$ cat src/rtl/ram_bist_pkg.sv
// Shared types and test pattern for the 4x4 RAM BIST.
// Optional feature macro used by this slice: RAM_BIST_ERR_COUNT_EN.
package ram_bist_pkg;

   typedef enum logic [2:0] {
      IDLE,
      WR0,
      RD0,
      WR1,
      RD1,
      DRAIN,
      DONE
   } state_t;

   // Phase-0 pattern: upper bits are the inverted address, lower bits the
   // address itself, so every cell holds a different word (C,9,6,3).
   // The phase-1 pattern is the bitwise inverse of this.
   function automatic logic [3:0] p0(input logic [1:0] a);
      return {~a, a};
   endfunction

endpackage

$ cat src/rtl/ram_bist_cmp.sv
// Read-data checker for the RAM BIST: registers what each read cycle should
// return, compares it against Dout one cycle later and keeps the run result.
// Optional feature macro: RAM_BIST_ERR_COUNT_EN adds a mismatch counter.
module ram_bist_cmp (
   input  logic       clk,
   input  logic       rst_n,
   input  logic       clear,
   input  logic       rdValid,
   input  logic [1:0] rdAddr,
   input  logic       rdPhase,
   input  logic [3:0] expData,
   input  logic [3:0] Dout,
   output logic       pass,
   output logic [1:0] err_addr,
   output logic       err_phase
`ifdef RAM_BIST_ERR_COUNT_EN
   ,
   output logic [3:0] err_cnt
`endif
);

   logic       cmpValid;
   logic [3:0] cmpExp;
   logic [1:0] cmpAddr;
   logic       cmpPhase;
   logic       errSeen;
   logic       mismatch;

   // The RAM answers a read one edge later, so hold the expectation for a cycle.
   always_ff @(posedge clk or negedge rst_n) begin
      if (!rst_n) begin
         cmpValid <= 1'b0;
         cmpExp   <= 4'd0;
         cmpAddr  <= 2'd0;
         cmpPhase <= 1'b0;
      end else begin
         cmpValid <= rdValid;
         cmpExp   <= expData;
         cmpAddr  <= rdAddr;
         cmpPhase <= rdPhase;
      end
   end

   // A mismatch only counts while a delayed read is actually pending.
   always_comb begin
      mismatch = cmpValid && (Dout != cmpExp);
   end

   // Run result: pass starts optimistic, first failing location is sticky.
   always_ff @(posedge clk or negedge rst_n) begin
      if (!rst_n) begin
         pass      <= 1'b0;
         err_addr  <= 2'd0;
         err_phase <= 1'b0;
         errSeen   <= 1'b0;
      end else if (clear) begin
         pass      <= 1'b1;
         err_addr  <= 2'd0;
         err_phase <= 1'b0;
         errSeen   <= 1'b0;
      end else if (mismatch) begin
         pass    <= 1'b0;
         errSeen <= 1'b1;
         if (!errSeen) begin
            err_addr  <= cmpAddr;
            err_phase <= cmpPhase;
         end
      end
   end

`ifdef RAM_BIST_ERR_COUNT_EN
   // Mismatch tally for the current run; at most eight reads, so no wrap.
   always_ff @(posedge clk or negedge rst_n) begin
      if (!rst_n) begin
         err_cnt <= 4'd0;
      end else if (clear) begin
         err_cnt <= 4'd0;
      end else if (mismatch) begin
         err_cnt <= err_cnt + 4'd1;
      end
   end
`endif

endmodule

$ cat src/rtl/ram_bist_4x4.sv
// March-style BIST for a 4-word x 4-bit RAM: write P0, read P0, write ~P0,
// read ~P0, then drain the last read and pulse done.
// Optional feature macro: RAM_BIST_ERR_COUNT_EN exposes err_cnt.
module ram_bist_4x4
   import ram_bist_pkg::*;
(
   input  logic       clk,
   input  logic       rst_n,
   input  logic       start,
   output logic       busy,
   output logic       done,
   output logic       pass,
   output logic [1:0] err_addr,
   output logic       err_phase,
   output logic [1:0] Addr,
   output logic       SEL,
   output logic [3:0] Din,
   input  logic [3:0] Dout
`ifdef RAM_BIST_ERR_COUNT_EN
   ,
   output logic [3:0] err_cnt
`endif
);

   state_t     state;
   state_t     stateNext;
   logic [1:0] addrCnt;
   logic [1:0] addrNext;
   logic       runStart;
   logic       rdValid;
   logic       rdPhase;
   logic [3:0] expData;

   // State and address counter; reset lands in IDLE so SEL falls immediately.
   always_ff @(posedge clk or negedge rst_n) begin
      if (!rst_n) begin
         state   <= IDLE;
         addrCnt <= 2'd0;
      end else begin
         state   <= stateNext;
         addrCnt <= addrNext;
      end
   end

   // Sequencing: each march element walks addresses 0..3, then moves on.
   always_comb begin
      stateNext = state;
      addrNext  = addrCnt;
      case (state)
         IDLE: begin
            addrNext = 2'd0;
            if (start) stateNext = WR0;
         end
         WR0: begin
            addrNext = addrCnt + 2'd1;
            if (addrCnt == 2'd3) stateNext = RD0;
         end
         RD0: begin
            addrNext = addrCnt + 2'd1;
            if (addrCnt == 2'd3) stateNext = WR1;
         end
         WR1: begin
            addrNext = addrCnt + 2'd1;
            if (addrCnt == 2'd3) stateNext = RD1;
         end
         RD1: begin
            addrNext = addrCnt + 2'd1;
            if (addrCnt == 2'd3) stateNext = DRAIN;
         end
         DRAIN:   stateNext = DONE;
         DONE:    stateNext = IDLE;
         default: stateNext = IDLE;
      endcase
   end

   // RAM drive and status decode, purely from the current state.
   always_comb begin
      Addr     = 2'd0;
      SEL      = 1'b0;
      Din      = 4'd0;
      rdValid  = 1'b0;
      rdPhase  = 1'b0;
      expData  = 4'd0;
      busy     = (state != IDLE) && (state != DONE);
      done     = (state == DONE);
      runStart = (state == IDLE) && start;
      case (state)
         WR0: begin
            Addr = addrCnt;
            SEL  = 1'b1;
            Din  = p0(addrCnt);
         end
         RD0: begin
            Addr    = addrCnt;
            rdValid = 1'b1;
            expData = p0(addrCnt);
         end
         WR1: begin
            Addr = addrCnt;
            SEL  = 1'b1;
            Din  = ~p0(addrCnt);
         end
         RD1: begin
            Addr    = addrCnt;
            rdValid = 1'b1;
            rdPhase = 1'b1;
            expData = ~p0(addrCnt);
         end
         default: begin
            Addr = 2'd0;
         end
      endcase
   end

   ram_bist_cmp cmpInst (
      .clk       (clk),
      .rst_n     (rst_n),
      .clear     (runStart),
      .rdValid   (rdValid),
      .rdAddr    (addrCnt),
      .rdPhase   (rdPhase),
      .expData   (expData),
      .Dout      (Dout),
      .pass      (pass),
      .err_addr  (err_addr),
      .err_phase (err_phase)
`ifdef RAM_BIST_ERR_COUNT_EN
      ,
      .err_cnt   (err_cnt)
`endif
   );

endmodule
$ cat config.mk
export PLATFORM = sky130hd
export DESIGN_NAME = ram_bist_4x4
export DESIGN_NICKNAME = d
export VERILOG_FILES = /design/src/rtl/ram_bist_pkg.sv /design/src/rtl/ram_bist_cmp.sv /design/src/rtl/ram_bist_4x4.sv
export SDC_FILE = /design/constraint.sdc
export NUM_CORES = 1
export LEC_CHECK = 0
export CORE_UTILIZATION = 52
export CTS_CLUSTER_DIAMETER = 150
export DETAILED_ROUTE_END_ITERATION = 10
export GPL_TIMING_DRIVEN = 0
export HOLD_SLACK_MARGIN = 0.03
export PLACE_DENSITY = 0.89
export SKIP_LAST_GASP = 1
export SLEW_MARGIN = 20
export SYNTH_ARGS = -nofsm -noshare
export SYNTH_HDL_FRONTEND = slang
export SYNTH_SLANG_ARGS = --single-unit
$ cat constraint.sdc
create_clock -name clk -period 2.2 [get_ports clk]
set_input_delay 0.44 -clock clk [delete_from_list [all_inputs] [get_ports clk]]
set_output_delay 0.44 -clock clk [all_outputs]
set_load 0.02 [all_outputs]
==> results of run 1 <==
==> worst register-to-register path, stage by stage (launching register included) <==
cell and delay [ns]:
dfrtp_1 0.44, or4b_1 0.51, buf_2 0.17, nand2_1 0.07, mux2i_1 0.07
==> sequential cells by signal (all words and copies together), names as in the netlist <==
signal,flops
state,3
cmpInst.errSeen,1
cmpInst.err_addr,2
cmpInst.cmpValid,1
cmpInst.cmpPhase,1
addrCnt,2
cmpInst.err_phase,1
cmpInst.pass,1
cmpInst.cmpExp,4
cmpInst.cmpAddr,2
==> layer usage <==
metal | wire [um] | GRT usage, %
met5 | 0 | 0
met4 | 13 | 9.091
met3 | 76 | 4.082
met2 | 797 | 34.71
met1 | 724 | 22.62
==> power breakdown <==
group | internal [mW] | leakage, nW | switching (mW)
Combinational | 0.426 | 0.321 | 0.530
Sequential | 0.458 | 0.231 | 0.108
Clock | 0.101 | 0.0210 | 0.102
Total | 0.985 | 0.573 | 0.740
==> cells in the mapped netlist (2+ instances only) <==
master    count  area share (%)
dfrtp_1      18              49
mux2i_1       9             9.8
nor2_1        8             3.3
nand2_1       7             2.9
nor2b_1       4             2.7
o21ai_0       4             2.2
xor2_1        4             3.8
and2_1        3             2.0
buf_2         3             1.6
xnor2_1       3             2.9
clkbuf_1      2            0.82
inv_1         2            0.82
o21a_1        2             1.6
==> path summary, 6_finish.rpt <==
check / from / to / cells past startpoint
max: state[2]$_DFFE_PN0P_ / SEL / 3
min: cmpInst.cmpAddr[1]$_DFF_PN0_ / cmpInst.err_addr[1]$_DFFE_PN0P_ / 2
max reg2reg: state[0]$_DFFE_PN0P_ / cmpInst.err_addr[0]$_DFFE_PN0P_ / 4
min reg2reg: cmpInst.cmpAddr[1]$_DFF_PN0_ / cmpInst.err_addr[1]$_DFFE_PN0P_ / 2
max in group asynchronous: rst_n / addrCnt[1]$_DFFE_PN0P_ / 1
min in group asynchronous: rst_n / state[2]$_DFFE_PN0P_ / 1
==> cell type report <==
| type | count | area [um2] | share of cell area (%) |
|---|---|---|---|
| flip-flops and latches | 18 | 450.4 | 38.92 |
| multi-input cells | 60 | 447.9 | 38.70 |
| repair buffers | 19 | 176.4 | 15.24 |
| clock buffers | 4 | 36.28 | 3.135 |
| well taps | 16 | 20.02 | 1.730 |
| plain buffers | 4 | 18.77 | 1.622 |
| inverters | 2 | 7.507 | 0.6486 |
==> cell families after synthesis <==
logic type      count (synthesis)  synth area share (%)
simple gates                   30                 17.14
flops                          18                 48.98
compound gates                 12                 11.02
mux                             9                 9.796
xor+xnor                        8                 8.436
buf+inv                         7                 3.265
fa+ha+maj                       1                 1.360
==> timing repair <==
action	4_1_cts	5_1_grt
pin swaps	0	0
resized for setup	10	7
setup endpoints to repair	7	5
==> layout by cell type, fill, tap and decap left out, drive strengths merged, types with 2 or more instances in the layout <==
cell,count
dfrtp,18
dlygate4sd2,3
nand2,7
xnor2,3
o21ai,5
clkdlybuf4s50,11
dlymetal6s2s,2
inv,2
and2,3
nor2,9
nor2b,4
mux2i,9
xor2,5
buf,3
o21a,2
clkbuf,8
==> impl_results.rst, run 1 <==
.. list-table::
   :header-rows: 1

   * - Metric
     - Value
   * - Drt drc
     - 0
   * - Global placer's final weighted congestion
     - 0.8149
   * - Post-layout total power
     - 1.724 mW
   * - Startpoint class of the critical path
     - register
   * - Number of nets still failing antenna checks after routing
     - 0
   * - Insertion delay of the later-clocked pin in the worst-skew pair
     - 0.29 ns
   * - Post-Place Cell Area
     - 1130 um2
   * - Cell chain of the critical path
     - nand2b_1 -> inv_1 -> clkdlybuf4s50_1
   * - Post-synthesis net count
     - 93
   * - Total of max-cap violations
     - 0
   * - Primary FF master, synth
     - dfrtp_1
   * - Yosys cell types
     - 29
   * - Cell area after synthesis
     - 919.6 um2
   * - Gate count of the mapped netlist
     - 85
   * - Fraction of the core area covered by cells at the end of the flow
     - 73.41%
   * - Worst reg2reg setup slack
     - 0.82 ns
   * - Final number of hold-violating endpoints
     - 0
   * - DIE HEIGHT
     - 44.06 um
   * - Fill cell total of the finished layout
     - 118
   * - Vias
     - 657
   * - Pwr Density
     - 1490 nW/um2
   * - Design Area, Final
     - 1157 um2
   * - TritonCTS buffer count
     - 3
   * - Post-synth EDFFs
     - 0
   * - Maximum root-to-sink buffer count
     - 2
   * - Quantity of I/O buffers inserted on ports
     - 19
   * - WP buf/inv
     - 2
   * - Antenna violations before repair
     - 0
   * - Share of the clock period used by the worst path
     - 95.24%
   * - Run status
     - completed
   * - Peak Freq
     - 0.4773 GHz
   * - #FFs+latches synth
     - 18
   * - Worst setup EP type
     - primary output
   * - Critical Path RT
     - 1.76 ns
   * - Fraction of layout instances using a drive strength above 1
     - 14.95%
   * - Max Clock Skew
     - 0.005481 ns
   * - H-tree depth
     - 1
   * - Clock tree from TritonCTS
     - done
   * - Slew at the pin closest to its max-slew limit
     - 0.7345 ns
   * - Gr usage total
     - 19.62%
   * - Count of buffers added by post-CTS timing repair for setup
     - 0
   * - Category of the most critical setup path
     - register to primary output
   * - Proportion of register bits with asynchronous set or reset after synthesis
     - 100.0%
   * - Layout area overhead
     - 25.85%
   * - Number of cells in the design after placement
     - 120
   * - Clock tree root buffer cell
     - clkbuf_4
   * - Count of hold buffers inserted by post-cts repair
     - 0
   * - Floorplan die width
     - 44.06 um
   * - PnR worst setup slack
     - 0.1047 ns
   * - Via-per-instance ratio
     - 5.341
   * - Via count of the first global-routing pass
     - 645
   * - Slew margin rel.
     - 50.88%
   * - Initial Util
     - 58.33%
   * - Number of design-rule violations left by the first detailed-router iteration
     - 15
   * - Leak Pwr
     - 0.5732 nW
   * - Placeable core region
     - 1577 um2
   * - Final hold slack
     - 0.5062 ns
   * - Number of sinks driven by the clock tree
     - 18
   * - Critical path data arrival time
     - 1.66 ns
   * - Final instance count without filler cells
     - 123
   * - First-pass GRT wire length
     - 2753 um
   * - Clk slew on worst S/H paths
     - 0.10 ns
   * - Unrepaired setup endpoints after global routing
     - false
   * - Final count of negative-setup-slack endpoints
     - 0
   * - Number of slew-limit violations in the final report
     - 0
   * - Crit-path slowest cell
     - clkdlybuf4s50_1
   * - Number of nets in the final layout
     - 116
   * - Drt pass-1 iters
     - 6
   * - DPL Wire Length
     - 1190 um
   * - Placement-stage worst setup slack
     - 0.05170 ns
   * - Kind of path behind the tightest hold check
     - register to register
   * - Ant diodes
     - 0
   * - Row cnt
     - 14
   * - Routed wire length per instance
     - 13.11 um
   * - Delay of the slowest critical-path stage
     - 0.60 ns
   * - Per-instance average area after synthesis
     - 10.82 um2
   * - Crit-path leading delay family
     - buffers and inverters
   * - Sequential cell area fraction in the yosys report
     - 48.98%
   * - Leftover overflow at the end of global routing
     - 0
   * - Die area
     - 1941 um2
   * - Total Routed Length
     - 1612 um
   * - Final setup TNS
     - 0 ns
   * - I/O pin total
     - 20
   * - Maximum number of pins on one net before global-route repair
     - 19
   * - Warnings, synthesis
     - 0
   * - Post-layout min period
     - 2.095 ns
   * - Worst vdd ir
     - 0.9509 mV
   * - Worst-path fanout max
     - 5
No activity file was read; power rests on OpenSTA's default activity.
==> inputs of run 2 (changes only) <==
- ABC_AREA: not set -> 1
==> run 2 against run 1 <==
Against the previous run: sequential power grew 3%; cell count up 29%; core utilization decreased by 0.32 points; worst setup slack worse by 0.0074 ns; clock power barely moved; via count is 24% higher; cell area decreased by 0.43%; non-clock buffer count down 3; power fell by 2.1%; critical endpoint is now Addr[0]; clock skew is essentially flat.
==> impl_results.rst, run 2 <==
.. list-table::
   :header-rows: 1

   * - Metric
     - Value
   * - Run status
     - completed
   * - Routed wire length per instance
     - 10.57 um (-19%)
   * - Primary FF master, synth
     - dfrtp_1
   * - Most frequent cell after synthesis
     - nand2_1
   * - Floorplan die width
     - 44.11 um (+0.12%)
   * - Hold path startpoint
     - addrCnt[0]$_DFFE_PN0P_
   * - Worst R2R End
     - state[0]$_DFFE_PN0P_
   * - Delay of the slowest critical-path stage
     - 0.46 ns (-0.14 ns)
   * - Worst-path fanout max
     - 6 (+1)
   * - Clock tree root buffer cell
     - clkbuf_4
   * - Drt drc
     - 0 (unchanged)
   * - Slew margin rel.
     - 48.64% (-2.2 points)
   * - Cell area after synthesis
     - 922.1 um2 (+0.27%)
   * - Cell type contributing the most total cell area after synthesis
     - dfrtp_1
   * - Most prevalent standard cell on the critical path
     - inv_1
   * - Launching point of the worst reg2reg path
     - state[1]$_DFFE_PN0P_
   * - Via count of the first global-routing pass
     - 766 (+19%)
   * - Post-Place Cell Area
     - 1132 um2 (+0.22%)
   * - Die area
     - 1946 um2 (+0.25%)
   * - Register bank with the most flops
     - cmpInst.cmpExp
   * - Leading cell type in the layout, fill and taps excluded
     - nand2_1
   * - Number of sinks driven by the clock tree
     - 18 (unchanged)
   * - H-tree depth
     - 1 (unchanged)
   * - Final hold slack
     - 0.5011 ns (-0.005081 ns)
   * - Cell chain of the critical path
     - nor2_4 -> inv_1 -> nand2_1 -> inv_1 -> nor3_1 -> dlygate4sd1_1
   * - Critical path data arrival time
     - 1.66 ns (about the same)
   * - TritonCTS buffer count
     - 3 (unchanged)
   * - Gr usage total
     - 20.64% (+1.0 points)
   * - Maximum number of pins on one net before global-route repair
     - 19 (unchanged)
   * - Worst reg2reg setup slack
     - 0.96 ns (+0.14 ns)
   * - Final instance count without filler cells
     - 159 (+29%)
   * - Antenna violations before repair
     - 0 (unchanged)
   * - Post-layout min period
     - 2.103 ns (+0.007380 ns)
   * - Maximum root-to-sink buffer count
     - 2 (unchanged)
   * - WP buf/inv
     - 3 (+1)
   * - Gate count of the mapped netlist
     - 120 (+41%)
   * - Warnings, synthesis
     - 0 (unchanged)
   * - Ant diodes
     - 0 (unchanged)
   * - I/O pin total
     - 20 (unchanged)
   * - Worst Hold Path EP
     - cmpInst.cmpAddr[0]$_DFF_PN0_
   * - Post-synthesis net count
     - 128 (+38%)
   * - Vias
     - 814 (+24%)
   * - Critical path depth
     - 6 (+3)
   * - Worst vdd ir
     - 0.8335 mV (-12%)
   * - Placeable core region
     - 1577 um2 (unchanged)
   * - Final number of hold-violating endpoints
     - 0 (unchanged)
   * - Leak Pwr
     - 0.6325 nW (+10%)
   * - Yosys cell types
     - 17 (-41%)
   * - Top Registers
     - cmpInst.cmpExp x4, state x3
   * - Fill cell total of the finished layout
     - 124 (+5.1%)
   * - Main area contributors after synthesis
     - dfrtp_1 (49%), nand2_1 (16%), inv_1 (9.0%)
   * - Clock tree from TritonCTS
     - done
   * - Startpoint class of the critical path
     - register
   * - Area used by sequential logic in the layout
     - 450.4 um2 (unchanged)
   * - Number of design-rule violations left by the first detailed-router iteration
     - 9 (-6)
   * - Global placer's final weighted congestion
     - 0.8655 (+6.2%)
   * - Drt pass-1 iters
     - 6 (unchanged)
   * - Category of the most critical setup path
     - register to primary output
   * - Insertion delay of the later-clocked pin in the worst-skew pair
     - 0.29 ns (about the same)
   * - Layout area overhead
     - 24.97%
   * - Pwr Density
     - 1465 nW/um2 (-1.6%)
   * - Quantity of I/O buffers inserted on ports
     - 19 (unchanged)
   * - Clk slew on worst S/H paths
     - 0.10 ns (about the same)
   * - Commonest non-fill, non-tap cells in the layout
     - nand2_1 (40), inv_1 (21), dfrtp_1 (18)
   * - Total of max-cap violations
     - 0 (unchanged)
   * - Sequential cell area fraction in the yosys report
     - 48.85% (-0.13 points)
   * - DPL Wire Length
     - 1324 um (+11%)
   * - Unrepaired setup endpoints after global routing
     - false
   * - Post-synth top area share
     - 48.85% (-0.13 points)
   * - Final count of negative-setup-slack endpoints
     - 0 (unchanged)
   * - Via-per-instance ratio
     - 5.119 (-4.2%)
   * - Cells on Worst Hold Path
     - 0 (-2)
   * - Critical Path RT
     - 1.76 ns (about the same)
   * - Max Clock Skew
     - 0.005147 ns (-0.0003332 ns)
   * - Per-instance average area after synthesis
     - 7.684 um2 (-29%)
   * - Fraction of the core area covered by cells at the end of the flow
     - 73.10% (-0.32 points)
   * - Proportion of register bits with asynchronous set or reset after synthesis
     - 100.0% (unchanged)
   * - Row cnt
     - 14 (unchanged)
   * - Number of cells in the design after placement
     - 155 (+29%)
   * - #FFs+latches synth
     - 18 (unchanged)
   * - Design Area, Final
     - 1152 um2 (-0.43%)
   * - Peak Freq
     - 0.4756 GHz (-0.35%)
   * - Initial Util
     - 58.49% (+0.16 points)
   * - Number of flip-flops in the largest register
     - 4 (unchanged)
   * - Number of nets in the final layout
     - 152 (+31%)
   * - Kind of path behind the tightest hold check
     - register to register
   * - Worst setup EP type
     - primary output
   * - Multi-input gate area in the final layout
     - 377.9 um2 (-16%)
   * - Fraction of layout instances using a drive strength above 1
     - 9.091% (-5.9 points)
   * - Slew at the pin closest to its max-slew limit
     - 0.7680 ns (+0.03351 ns)
   * - Crit-path leading delay family
     - flip-flops
   * - DIE HEIGHT
     - 44.11 um (+0.12%)
   * - Total Routed Length
     - 1681 um (+4.3%)
   * - Count of buffers added by post-CTS timing repair for setup
     - 0 (unchanged)
   * - Final setup TNS
     - 0 ns (unchanged)
   * - Number of nets still failing antenna checks after routing
     - 0 (unchanged)
   * - First-pass GRT wire length
     - 2973 um (+8.0%)
   * - Ranking of synthesized cells by instance count
     - nand2_1 (40), inv_1 (22), dfrtp_1 (18)
   * - Crit-path slowest cell
     - dfrtp_1
   * - Leftover overflow at the end of global routing
     - 0 (unchanged)
   * - Post-synth EDFFs
     - 0 (unchanged)
   * - Number of slew-limit violations in the final report
     - 0 (unchanged)
   * - Share of the clock period used by the worst path
     - 95.58% (+0.34 points)
   * - Worst R2R Path Depth
     - 6 (+2)
-- run 2: power by group --
group / internal, mW / total (mW) / switching [mW]
Clock: 0.101 / 0.199 / 0.0982
Combinational: 0.335 / 0.907 / 0.572
Sequential: 0.468 / 0.582 / 0.114
-- run 2: kinds of logic after synthesis --
logic type      after synthesis  share of synthesized area [%]
simple gates                 61                          29.04
buf+inv                      23                          10.18
flops                        18                          48.85
compound gates               17                          10.58
fa+ha+maj                     1                          1.357
-- run 2: worst register-to-register path, stage by stage, from the launching register on --
cell and delay [ns]:
dfrtp_1 0.46, nor2_4 0.17, inv_1 0.05, nand2_1 0.13, nand3_2 0.14, o21ai_1 0.10
o21ai_0 0.09
-- run 2: how the worst max path moves through the flow --
stage                               from      end  slack (ns)
finish              state[1]$_DFFE_PN0P_  Addr[0]         0.1
global route        state[1]$_DFFE_PN0P_  Addr[0]       0.001
CTS                 state[1]$_DFFE_PN0P_     busy        0.02
detailed placement  state[1]$_DFFE_PN0P_  Addr[0]        0.14
global placement    state[2]$_DFFE_PN0P_   Din[2]        0.18
floorplan           state[1]$_DFFE_PN0P_  Addr[0]        0.53
-- run 2: through the flow --
step                power, mW  setup slack [ns]
floorplan               1.196            0.5256
global route            1.849          0.001169
global placement        1.534            0.1756
detailed placement      1.565            0.1359
finish                  1.689           0.09735
CTS                     1.709           0.01727
-- run 2: per-layer routing --
metal / GRT usage (%) / vias up / share of wire, %
met5: 0 / - / 0
met4: 10.30 / 0 / 1.8
met3: 3.673 / 5 / 4.0
met2: 35.29 / 18 / 48
met1: 24.93 / 367 / 46
li1: - / 424 / -
-- run 2: timing repair --
action	CTS	global route
hold buffers	0	0
setup endpoints to repair	7	7
gates resized for setup	7	16
-- run 2: layout make-up --
type	count	area share [%]
buffer	1	0.9772
clock buffer	4	3.149
inverter	22	7.166
multi-input combinational	79	32.79
sequential	18	39.09
tap	16	1.737
timing repair buffer	19	15.09
